`config.mk`:
```
export PLATFORM = sky130hd
export DESIGN_NAME = alu_sequencer
export DESIGN_NICKNAME = d
export VERILOG_FILES = /design/src/rtl/alu_seq_pkg.sv /design/src/rtl/reg_scoreboard.sv /design/src/rtl/alu_sequencer.sv
export SDC_FILE = /design/constraint.sdc
export NUM_CORES = 1
export LEC_CHECK = 0
export ABC_CLOCK_PERIOD_IN_PS = 7950
export BUFFER_PORTS_ARGS = -buffer_cell sky130_fd_sc_hd__buf_2
export CAP_MARGIN = 25
export CORE_MARGIN = 1.5
export CORE_UTILIZATION = 40
export DETAILED_ROUTE_END_ITERATION = 10
export MAX_ROUTING_LAYER = met4
export PLACE_DENSITY_LB_ADDON = 0.08
export SKIP_CTS_REPAIR_TIMING = 1
export SLEW_MARGIN = 15
export SYNTH_ARGS = -nofsm -noshare
export SYNTH_HDL_FRONTEND = slang
export SYNTH_SLANG_ARGS = --single-unit
```
`constraint.sdc`:
```
create_clock -name clk -period 7.95 [get_ports clk]
set_input_delay 0.3975 -clock clk [delete_from_list [all_inputs] [get_ports clk]]
set_output_delay 0.3975 -clock clk [all_outputs]
set_load 0.05 [all_outputs]
```
`src/rtl/alu_seq_pkg.sv`:
```
// Shared types and instruction-field layout for the ALU sequencer.
package alu_seq_pkg;

  typedef enum logic [2:0] {
    StIdle,
    StFetch,
    StDecode,
    StCheck,
    StExec,
    StHalt,
    StError
  } seq_state_e;

  localparam logic [1:0] MODE_RR = 2'b00;
  localparam logic [1:0] MODE_RI = 2'b01;
  localparam logic [1:0] MODE_IR = 2'b10;
  localparam logic [1:0] MODE_II = 2'b11;

  localparam int unsigned OPC_HI     = 39;
  localparam int unsigned OPC_LO     = 34;
  localparam int unsigned MODE_HI    = 33;
  localparam int unsigned MODE_LO    = 32;
  localparam int unsigned REG1_HI    = 31;
  localparam int unsigned REG1_LO    = 24;
  localparam int unsigned REG2_RR_HI = 23;
  localparam int unsigned REG2_RR_LO = 16;
  localparam int unsigned REG2_IR_HI = 15;
  localparam int unsigned REG2_IR_LO = 8;
  localparam int unsigned IMM1_HI    = 31;
  localparam int unsigned IMM1_LO    = 16;
  localparam int unsigned IMM2_RI_HI = 23;
  localparam int unsigned IMM2_RI_LO = 8;
  localparam int unsigned IMM2_II_HI = 15;
  localparam int unsigned IMM2_II_LO = 0;

  localparam logic [5:0] MOV_OPCODE_DEFAULT = 6'h1F;

  typedef struct packed {
    logic [5:0]  opcode;
    logic [1:0]  mode;
    logic [7:0]  op1_addr;
    logic [7:0]  op2_addr;
    logic [15:0] op1_imm;
    logic [15:0] op2_imm;
  } dec_fields_t;

  // Fields not used by the instruction's mode decode to zero.
  function automatic dec_fields_t decode_instr(input logic [39:0] instr);
    dec_fields_t d;
    d        = '0;
    d.opcode = instr[OPC_HI:OPC_LO];
    d.mode   = instr[MODE_HI:MODE_LO];
    case (d.mode)
      MODE_RR: begin
        d.op1_addr = instr[REG1_HI:REG1_LO];
        d.op2_addr = instr[REG2_RR_HI:REG2_RR_LO];
      end
      MODE_RI: begin
        d.op1_addr = instr[REG1_HI:REG1_LO];
        d.op2_imm  = instr[IMM2_RI_HI:IMM2_RI_LO];
      end
      MODE_IR: begin
        d.op1_imm  = instr[IMM1_HI:IMM1_LO];
        d.op2_addr = instr[REG2_IR_HI:REG2_IR_LO];
      end
      default: begin
        d.op1_imm  = instr[IMM1_HI:IMM1_LO];
        d.op2_imm  = instr[IMM2_II_HI:IMM2_II_LO];
      end
    endcase
    return d;
  endfunction

endpackage

```
`src/rtl/reg_scoreboard.sv`:
```
// Tracks which of the 256 registers have ever been written; reads see
// same-cycle writes.
module reg_scoreboard (
  input  logic       clk,
  input  logic       rst,
  input  logic       we,
  input  logic [7:0] waddr,
  input  logic       we2,
  input  logic [7:0] waddr2,
  input  logic [7:0] raddr1,
  input  logic [7:0] raddr2,
  output logic       rvalid1,
  output logic       rvalid2
);

  logic [255:0] valid_q, valid_d;

  always_comb begin
    valid_d = valid_q;
    if (we)  valid_d[waddr]  = 1'b1;
    if (we2) valid_d[waddr2] = 1'b1;
  end

  always_ff @(posedge clk) begin
    if (rst) valid_q <= '0;
    else     valid_q <= valid_d;
  end

  // Reading the next-state vector gives the write bypass for free.
  assign rvalid1 = valid_d[raddr1];
  assign rvalid2 = valid_d[raddr2];

endmodule

```
`src/rtl/alu_sequencer.sv`:
```
// Fetch/decode/check/execute controller driving the ALU from instruction memory.
// Optional single-step control is enabled by defining SEQ_SINGLE_STEP_EN.
module alu_sequencer
  import alu_seq_pkg::*;
#(
  parameter int unsigned ADDR_W      = 8,
  parameter int unsigned INSTR_W     = 40,
  parameter int unsigned EXEC_CYCLES = 2,
  parameter logic [5:0]  MOV_OPCODE  = MOV_OPCODE_DEFAULT
) (
  input  logic              clk,
  input  logic              rst,
`ifdef SEQ_SINGLE_STEP_EN
  input  logic              step_en,
  input  logic              step,
`endif
  input  logic              start,
  output logic [ADDR_W-1:0] imem_addr,
  output logic              imem_rd_en,
  input  logic [INSTR_W-1:0] imem_data,
  input  logic              imem_valid,
  output logic [5:0]        alu_opcode,
  output logic [1:0]        alu_mode,
  output logic [7:0]        op1_addr,
  output logic [7:0]        op2_addr,
  output logic [15:0]       op1_imm,
  output logic [15:0]       op2_imm,
  output logic              alu_go,
  input  logic              rf_we,
  input  logic              rf_we2,
  input  logic [7:0]        rf_waddr,
  input  logic [7:0]        rf_waddr2,
  output logic              busy,
  output logic              halted,
  output logic              error,
  output logic [7:0]        err_reg,
  output logic [ADDR_W-1:0] pc,
  output logic [ADDR_W:0]   instr_count
);

  localparam int unsigned CntW = (EXEC_CYCLES > 1) ? $clog2(EXEC_CYCLES) : 1;

  seq_state_e  state_q;
  logic [CntW-1:0] exec_cnt_q;
  dec_fields_t dec;
  logic        src1_ok, src2_ok;
  logic        need1, need2, fail1, fail2;
  logic        exec_last;
  logic        step_ok;

`ifdef SEQ_SINGLE_STEP_EN
  assign step_ok = !step_en || step;
`else
  assign step_ok = 1'b1;
`endif

  assign dec       = decode_instr(imem_data);
  assign exec_last = (exec_cnt_q == CntW'(EXEC_CYCLES - 1));

  reg_scoreboard u_scoreboard (
    .clk     (clk),
    .rst     (rst),
    .we      (rf_we),
    .waddr   (rf_waddr),
    .we2     (rf_we2),
    .waddr2  (rf_waddr2),
    .raddr1  (op1_addr),
    .raddr2  (op2_addr),
    .rvalid1 (src1_ok),
    .rvalid2 (src2_ok)
  );

  always_comb begin
    need1 = 1'b0;
    need2 = 1'b0;
    case (alu_mode)
      MODE_RR: begin
        need1 = 1'b1;
        need2 = 1'b1;
      end
      MODE_RI: need1 = (alu_opcode != MOV_OPCODE);
      MODE_IR: need2 = 1'b1;
      default: ;
    endcase
    fail1 = need1 && !src1_ok;
    fail2 = need2 && !src2_ok;
  end

  always_ff @(posedge clk) begin
    if (rst) begin
      state_q     <= StIdle;
      exec_cnt_q  <= '0;
      imem_addr   <= '0;
      imem_rd_en  <= 1'b0;
      alu_opcode  <= '0;
      alu_mode    <= '0;
      op1_addr    <= '0;
      op2_addr    <= '0;
      op1_imm     <= '0;
      op2_imm     <= '0;
      alu_go      <= 1'b0;
      busy        <= 1'b0;
      halted      <= 1'b0;
      error       <= 1'b0;
      err_reg     <= '0;
      pc          <= '0;
      instr_count <= '0;
    end else begin
      alu_go <= 1'b0;
      unique case (state_q)
        StIdle: begin
          if (start) begin
            pc          <= '0;
            instr_count <= '0;
            imem_addr   <= '0;
            imem_rd_en  <= 1'b1;
            busy        <= 1'b1;
            state_q     <= StFetch;
          end
        end
        StFetch: begin
          if (step_ok) begin
            imem_rd_en <= 1'b0;
            state_q    <= StDecode;
          end
        end
        StDecode: begin
          if (!imem_valid) begin
            busy    <= 1'b0;
            halted  <= 1'b1;
            state_q <= StHalt;
          end else begin
            alu_opcode <= dec.opcode;
            alu_mode   <= dec.mode;
            op1_addr   <= dec.op1_addr;
            op2_addr   <= dec.op2_addr;
            op1_imm    <= dec.op1_imm;
            op2_imm    <= dec.op2_imm;
            state_q    <= StCheck;
          end
        end
        StCheck: begin
          if (fail1 || fail2) begin
            error   <= 1'b1;
            busy    <= 1'b0;
            err_reg <= fail1 ? op1_addr : op2_addr;
            state_q <= StError;
          end else begin
            alu_go     <= 1'b1;
            exec_cnt_q <= '0;
            state_q    <= StExec;
          end
        end
        StExec: begin
          if (exec_last) begin
            instr_count <= instr_count + 1'b1;
            // Last address ends the program rather than wrapping to 0.
            if (&pc) begin
              busy    <= 1'b0;
              halted  <= 1'b1;
              state_q <= StHalt;
            end else begin
              pc         <= pc + 1'b1;
              imem_addr  <= pc + 1'b1;
              imem_rd_en <= 1'b1;
              state_q    <= StFetch;
            end
          end else begin
            exec_cnt_q <= exec_cnt_q + 1'b1;
          end
        end
        StHalt, StError: ;
        default: state_q <= StIdle;
      endcase
    end
  end

endmodule

```
==> impl_results.md, run 1 <==
* Fillers at approximately 4800
* Post-synth cell types at 94
* Inserted Clock Buffers at 42
* Core footprint at about 48000 µm²
* Synthesized flop and latch total at 346
* R2R Setup Slk at 2.84 ns
* Synth top area share at 0.3577
* Final worst-path cycle share at 0.6421
* Slew headroom at 0.07066
* CP Launch Type: flip-flop
* Hold Path Cell Cnt at 3
* Post-synthesis sequential area ratio at 0.3577
* Most frequent cells in the layout: 342 x dfxtp_1, 262 x nor2_1, 174 x and2_1
* First-pass GRT wire length at roughly 160000 µm
* CP Cell Sequence: buf_4 -> nor2_1 -> nand2_1 -> nor2_1 -> or4_1 -> a221oi_1 -> o221ai_2 -> o21ai_2 -> a211oi_4 -> o2bb2a_1
* Bufs and invs on worst path at 1
* 1st-pass router iterations at 6
* CP endpoint kind: flip-flop
* Tot GR Track Use at 0.4728
* CTS sink cnt at 346
* Root Buffer: clkbuf_16
* FMAX at 195.9 MHz
* Fraction of registers with async set/reset at 0
* Total wire length at 117400 µm
* CP peak stage delay at between 1 and 1.5 ns
* Run status: finished clean
* Commonest non-fill, non-tap cell in the layout: dfxtp_1
* PwrDens at ~190 nW/µm²
* Final Slew Violations at 0
* Antenna-violating nets left at 0
* Synth Area per Inst at around 8.2 µm²
* Max FO, Critical Path at 24
* CTS tree: yes
* Drt wl/cell at 38.44 µm
* IO Pins at 156
* Initial antenna violation count at 12
* Number of flip-flops in the largest register at 256
* Starting Density at 0.4056
* Top cells by area, synth: dfxtp_1 36%, a221o_1 5.9%, and2_1 5.6%
* Largest net degree at the start of global routing at around 150
* Comb power frac at 0.096
* Post-synth top area cell: dfxtp_1
* Nets at between 2000 and 2500
* CP Depth at 10
* Clk buf depth at 3
* Total gr overflow at 0
* Fin crit period at 5.105 ns
* Final cell count without fillers at ~3100
* Setup tns final at 0 ns
* Slowest stage cell, crit path: a221oi_1
* Residual DRC at 0
* HP Class: in2reg
* Via count at between 20000 and 25000
* Area growth syn-to-layout at 14.74%
* Htree depth at 2
* Syn_nets at around 2400
* Vias/cell at ~7.3
* Dominant synthesized flop cell: dfxtp_1
* Yosys Warn Count at 0
* Die Footprint at 49740 µm²
* Die width at around 220 µm
* Clk pwr share at 0.492
* Largest regs: u_scoreboard.valid_q (256), op1_imm (16), op2_imm (16)
* Initial DRC count at around 3500
* Post-synth EDFFs at 0
* Worst-Skew Late Latency at roughly 0.62 ns
* Reg2reg path depth at 10
* Cell count after synthesis at between 2000 and 2500
* Clock Skews at between 0.04 and 0.05 ns
* Vias in the first global route at ~20000
* Gp weighted congestion at ~1.1
* Final HPWL DP at roughly 80000 µm
* Net Switching at about 1.2 mW
* Max_cap viols at 0
* Final Setup Violations at 0
* RSZ-0062 raised after global routing: false
* Row count at 80
* Hold Fails Final Rpt at 0
* Clock slew at reported path FFs at roughly 0.060 ns
* Final Util at 0.4653
* Worst setup path class: reg2reg
* Switching share of power at 0.2738
* Worst endpoint required time at ~8.4 ns
* Max VDD drop at roughly 0.18 mV
* Netlist Area Pre-Place at 19360 µm²
* Worst-margin pin slew at about 1.4 ns
* Crit path DAT at around 5.6 ns
* Port bufs at ~160
* Int Pwr at roughly 3.1 mW
* CP top delay family: compound AO/OA/AOI/OAI gates
* Most flop-heavy register: u_scoreboard.valid_q
* Most common cell on crit path: nor2_1
* Die H at roughly 220 µm
* Placed Cells at ~3000
* Layout cells sized above 1 at 0.1634
* Sequential Power Share at 0.412
* Leakage at about 8.3 nW
-- per-stage QoR --
step	instance area [µm²]	hold slack [ns]	power (mW)	setup slack, ns
after floorplan	19360	0.4367	2.029	4.625
after detailed placement	20700	0.4427	2.197	2.861
after global placement	20660	0.4364	2.195	2.815
after CTS	22190	0.03820	4.273	3.240
final	22220	0.05241	4.295	2.845
after global routing	22210	0.06214	4.369	2.912
-- routing by layer --
layer / GRT usage / vias to the layer above / wire (µm)
met5: - / - / 0
met1: 0.5915 / 11030 / 45300
met4: 0.3081 / 0 / 9313
met3: 0.1557 / 528 / 15570
li1: - / 9021 / -
met2: 0.6460 / 1830 / 47220
-- synthesized netlist by cell type (all sizes together) (31+ instances only) --
cell type and n:
dfxtp 346, nor2 263, and2 176, nand3 103
nor3 31, nand2 170, o211ai 49, a22oi 32
o21ai 54, a221o 114, a221oi 91, mux2i 31
clkbuf 175, o22ai 48, a31oi 70, buf 88
a21oi 102
-- logic make-up (layout without fill, tap and decap cells) --
logic type               after synthesis  in the layout  synth area share
buffers and inverters                280            347           0.06074
multiplexers                          59             59           0.03812
flip-flops                           346            346            0.3577
XOR/XNOR                               9              9          0.004071
adder cells (fa/ha/maj)                2              2          0.001292
other                                  0             10                 0
AND/OR/NAND/NOR                      927            927            0.2468
AO/OA/AOI/OAI                        739            739            0.2913
-- worst paths after layout --
kind,to,startpoint
min reg2reg,op1_imm[6]$_SDFFE_PP0P_,op1_imm[6]$_SDFFE_PP0P_
max,err_reg[7]$_SDFFE_PP0P_,op2_addr[0]$_SDFFE_PP0P_
min,alu_opcode[2]$_SDFFE_PP0P_,imem_data[36]
max reg2reg,err_reg[7]$_SDFFE_PP0P_,op2_addr[0]$_SDFFE_PP0P_
-- worst register-to-register path, delay by kind of cell (launching register included) --
kind	cells	cell delay, ns
AO/OA/AOI/OAI	5	2.21
AND/OR/NAND/NOR	4	1.61
flip-flops	1	0.69
buffers and inverters	1	0.48
-- final cells by class --
class	instances	area (µm²)	area share
inverter	17	65.06	0.002928
antenna	10	25.02	0.001126
clock inverter	14	216.5	0.009743
tap	615	769.5	0.03463
multi-input combinational	1736	11400	0.5130
sequential	346	6932	0.3120
clock buffer	63	1271	0.05722
timing repair buffer	253	1541	0.06938
-- power groups by stage --
| stage | Combinational, mW | Clock [mW] | Sequential (mW) |
|---|---|---|---|
| 6_report | 0.411 | 2.11 | 1.77 |
| 5_1_grt | 0.416 | 2.18 | 1.77 |
| 4_1_cts | 0.391 | 2.11 | 1.77 |
| 3_5_place_dp | 0.390 | 0 | 1.81 |
| 3_3_place_gp | 0.388 | 0 | 1.81 |
| 2_1_floorplan | 0.203 | 0 | 1.83 |
No activity file was read; power rests on OpenSTA's default activity.
==> inputs of run 2 (changes only) <==
--- a/config.mk
+++ b/config.mk
@@ -5,7 +5,8 @@
 export SDC_FILE = /design/constraint.sdc
 export NUM_CORES = 1
 export LEC_CHECK = 0
-export ABC_CLOCK_PERIOD_IN_PS = 7950
+export ABC_AREA = 1
+export ABC_CLOCK_PERIOD_IN_PS = 4900
 export BUFFER_PORTS_ARGS = -buffer_cell sky130_fd_sc_hd__buf_2
 export CAP_MARGIN = 25
 export CORE_MARGIN = 1.5
==> constraint.sdc (replaced) <==
create_clock -name clk -period 4.9 [get_ports clk]
set_input_delay 0.245 -clock clk [delete_from_list [all_inputs] [get_ports clk]]
set_output_delay 0.245 -clock clk [all_outputs]
set_load 0.05 [all_outputs]
==> impl_results.md, run 2 <==
* Clock slew at reported path FFs at around 0.06 ns
* Cell count after synthesis at 3340
* Slew headroom at 0.2083
* Slowest stage cell, crit path: dfxtp_1
* CP endpoint kind: flip-flop
* Post-synth top cells: 939 x nand3_1, 734 x nand2_1, 346 x dfxtp_1
* Post-synth EDFFs at 0
* Post-synth top area cell: dfxtp_1
* Port bufs at 155
* FMAX at 272.6 MHz
* CTS sink cnt at 346
* Commonest non-fill, non-tap cell in the layout: nand3_1
* Max FO, Critical Path at 18
* PwrDens at between 300 and 400 nW/µm²
* R2r endpoint: state_q[1]$_SDFFE_PP0P_
* Gp weighted congestion at 0.9545
* Vias in the first global route at approximately 23000
* RSZ-0062 raised after global routing: false
* Hold WS at -0.04983 ns
* Clk buf depth at 3
* First-pass GRT wire length at ~140000 µm
* Core footprint at between 50000 and 60000 µm²
* R2R Setup Slk at about 1.2 ns
* Hold Fails Final Rpt at 4
* Number of flip-flops in the largest register at 256
* CP Cell Sequence: clkinv_1 -> nand3_1 -> nand3_1 -> nand3_1 -> nand3_2 -> nand3_4 -> nand2_2 -> nand2_4 -> nand3_1 -> nand2_1 -> inv_1
* Max VDD drop at 0.2286 mV
* Drt wl/cell at ~23 µm
* Max_cap viols at 0
* Dominant synthesized flop cell: dfxtp_1
* Initial antenna violation count at 0
* Nets at 3489
* 1st-pass router iterations at 6
* Hold Path End: alu_opcode[4]$_SDFFE_PP0P_
* Syn_nets at 3404
* Clock Skews at roughly 0.013 ns
* Synth top area share at 0.3368
* Netlist Area Pre-Place at approximately 20000 µm²
* R2r startpoint: op1_addr[4]$_SDFFE_PP0P_
* Die Footprint at about 53000 µm²
* Area growth syn-to-layout at 15.00%
* Total gr overflow at 0
* Top cells by area, synth: dfxtp_1 34%, nand3_1 23%, nand2_1 13%
* Hold Path Cell Cnt at 3
* Total wire length at between 90000 and 100000 µm
* CP peak stage delay at about 0.97 ns
* Worst-margin pin slew at about 1.2 ns
* Htree depth at 2
* Yosys Warn Count at 0
* Starting Density at 0.4074
* Most frequent cells in the layout: 939 x nand3_1, 733 x nand2_1, 340 x dfxtp_1
* Worst hold path startpoint: imem_data[38]
* Worst endpoint required time at approximately 5.4 ns
* Post-synthesis sequential area ratio at 0.3368
* Via count at 24830
* Inserted Clock Buffers at between 40 and 50
* CTS tree: yes
* HP Class: in2reg
* Reg2reg path depth at 11
* Worst setup path class: reg2reg
* Bufs and invs on worst path at 2
* Crit path DAT at between 4 and 5 ns
* Fin crit period at approximately 3.7 ns
* Die H at between 200 and 250 µm
* Die width at between 200 and 250 µm
* Vias/cell at roughly 6
* Fraction of registers with async set/reset at 0
* CP Launch Type: flip-flop
* Fillers at between 5000 and 6000
* Final worst-path cycle share at 0.7485
* Final Setup Violations at 0
* Synth Area per Inst at 6.158 µm²
* Most flop-heavy register: u_scoreboard.valid_q
* Largest net degree at the start of global routing at 130
* Layout cells sized above 1 at 0.1054
* CP top delay family: simple AND/OR/NAND/NOR gates
* Most common cell in the netlist: nand3_1
* Residual DRC at 0
* Post-synth cell types at 40
* # diodes at 0
* IO Pins at 156
* Final HPWL DP at about 56000 µm
* Final Slew Violations at 0
* Run status: finished with violations
* Initial DRC count at 2966
* Most common cell on crit path: nand3_1
* Worst-Skew Late Latency at around 0.58 ns
* Leakage at 11.76 nW
* Tot GR Track Use at 0.3568
* Antenna-violating nets left at 0
* Synthesized flop and latch total at ~350
* Root Buffer: clkbuf_16
* Setup tns final at 0 ns
* Final Util at 0.4685
* Row count at around 80
* Failing checks: negative hold slack
* Largest regs: u_scoreboard.valid_q (256), op1_imm (16), op2_imm (16)
## run 2: cell count changes after synthesis, moves of 46 or more
cell      previous run  this run
nand3_1            102       939
nand2_1            170       734
inv_1               14       312
a21oi_1            102       338
and2_1             174        10
a221o_1            114         0
nor2_1             263       171
a221oi_1            89         0
a31oi_1             69        23
## run 2: routing by layer
layer | part of all wire | track usage
met1 | 0.40 | 0.4600
met2 | 0.43 | 0.5307
met3 | 0.11 | 0.06535
met4 | 0.057 | 0.1867
met5 | 0 | -
## run 2: cells by family (layout without fill, tap and decap cells)
| logic type | after synthesis | count (layout) | share of synthesized area |
|---|---|---|---|
| DFF | 346 | 346 | 0.3368 |
| AOI/OAI and AO/OA | 469 | 469 | 0.1203 |
| xor gates and xnor gates | 1 | 1 | 0.0004259 |
| buffers and inverters | 555 | 668 | 0.1078 |
| and+or+nand+nor | 1967 | 1967 | 0.4335 |
| adders and majority gates | 2 | 2 | 0.001216 |
## run 2: worst reg2reg max path, delay by kind of cell (launching register included)
| family | cells | cell delay, ns |
|---|---|---|
| AND/OR/NAND/NOR | 9 | 1.60 |
| buffers and inverters | 2 | 1.01 |
| flip-flops | 1 | 0.97 |
## run 2: stage by stage
stage | setup slack, ns | instance area (µm²) | std cells | hold WS (ns) | total power, mW
floorplan | 2.270 | 20570 | 3340 | 0.4082 | 4.264
global placement | 1.324 | 21980 | 4025 | 0.4502 | 4.916
detailed placement | 1.302 | 21980 | 4025 | 0.4471 | 4.922
CTS | 1.464 | 23370 | 4098 | -0.09224 | 8.155
global route | 1.216 | 23650 | 4125 | 0.01562 | 8.448
finish | 1.232 | 23650 | 4125 | -0.04983 | 8.179
## run 2: final cells by class
cell class	count	area, µm²	area share
repair buffers	275	1832	0.07745
flip-flops and latches	346	6939	0.2934
clock inverters	6	80.08	0.003386
clock buffers	67	1309	0.05534
multi-input cells	2439	11440	0.4836
inverters	320	1212	0.05126
well taps	672	840.8	0.03555
## run 2: how the worst max path moves through the flow
stage,end,slack (ns),depth (start not counted),from
2_1_floorplan,err_reg[3]$_SDFFE_PP0P_,2.27,16,op1_addr[0]$_SDFFE_PP0P_
3_3_place_gp,state_q[1]$_SDFFE_PP0P_,1.32,20,rf_waddr[2]
3_5_place_dp,state_q[1]$_SDFFE_PP0P_,1.30,20,rf_waddr[2]
4_1_cts,state_q[1]$_SDFFE_PP0P_,1.46,11,op1_addr[4]$_SDFFE_PP0P_
5_1_grt,state_q[1]$_SDFFE_PP0P_,1.22,11,op1_addr[4]$_SDFFE_PP0P_
6_report,state_q[1]$_SDFFE_PP0P_,1.23,11,op1_addr[4]$_SDFFE_PP0P_
## run 2: where the power goes
part | total (mW) | internal (mW) | switching [mW]
logic | 1.96 | 0.514 | 1.45
registers | 2.99 | 2.89 | 0.0927
clock network | 3.23 | 1.92 | 1.31
total | 8.18 | 5.33 | 2.85
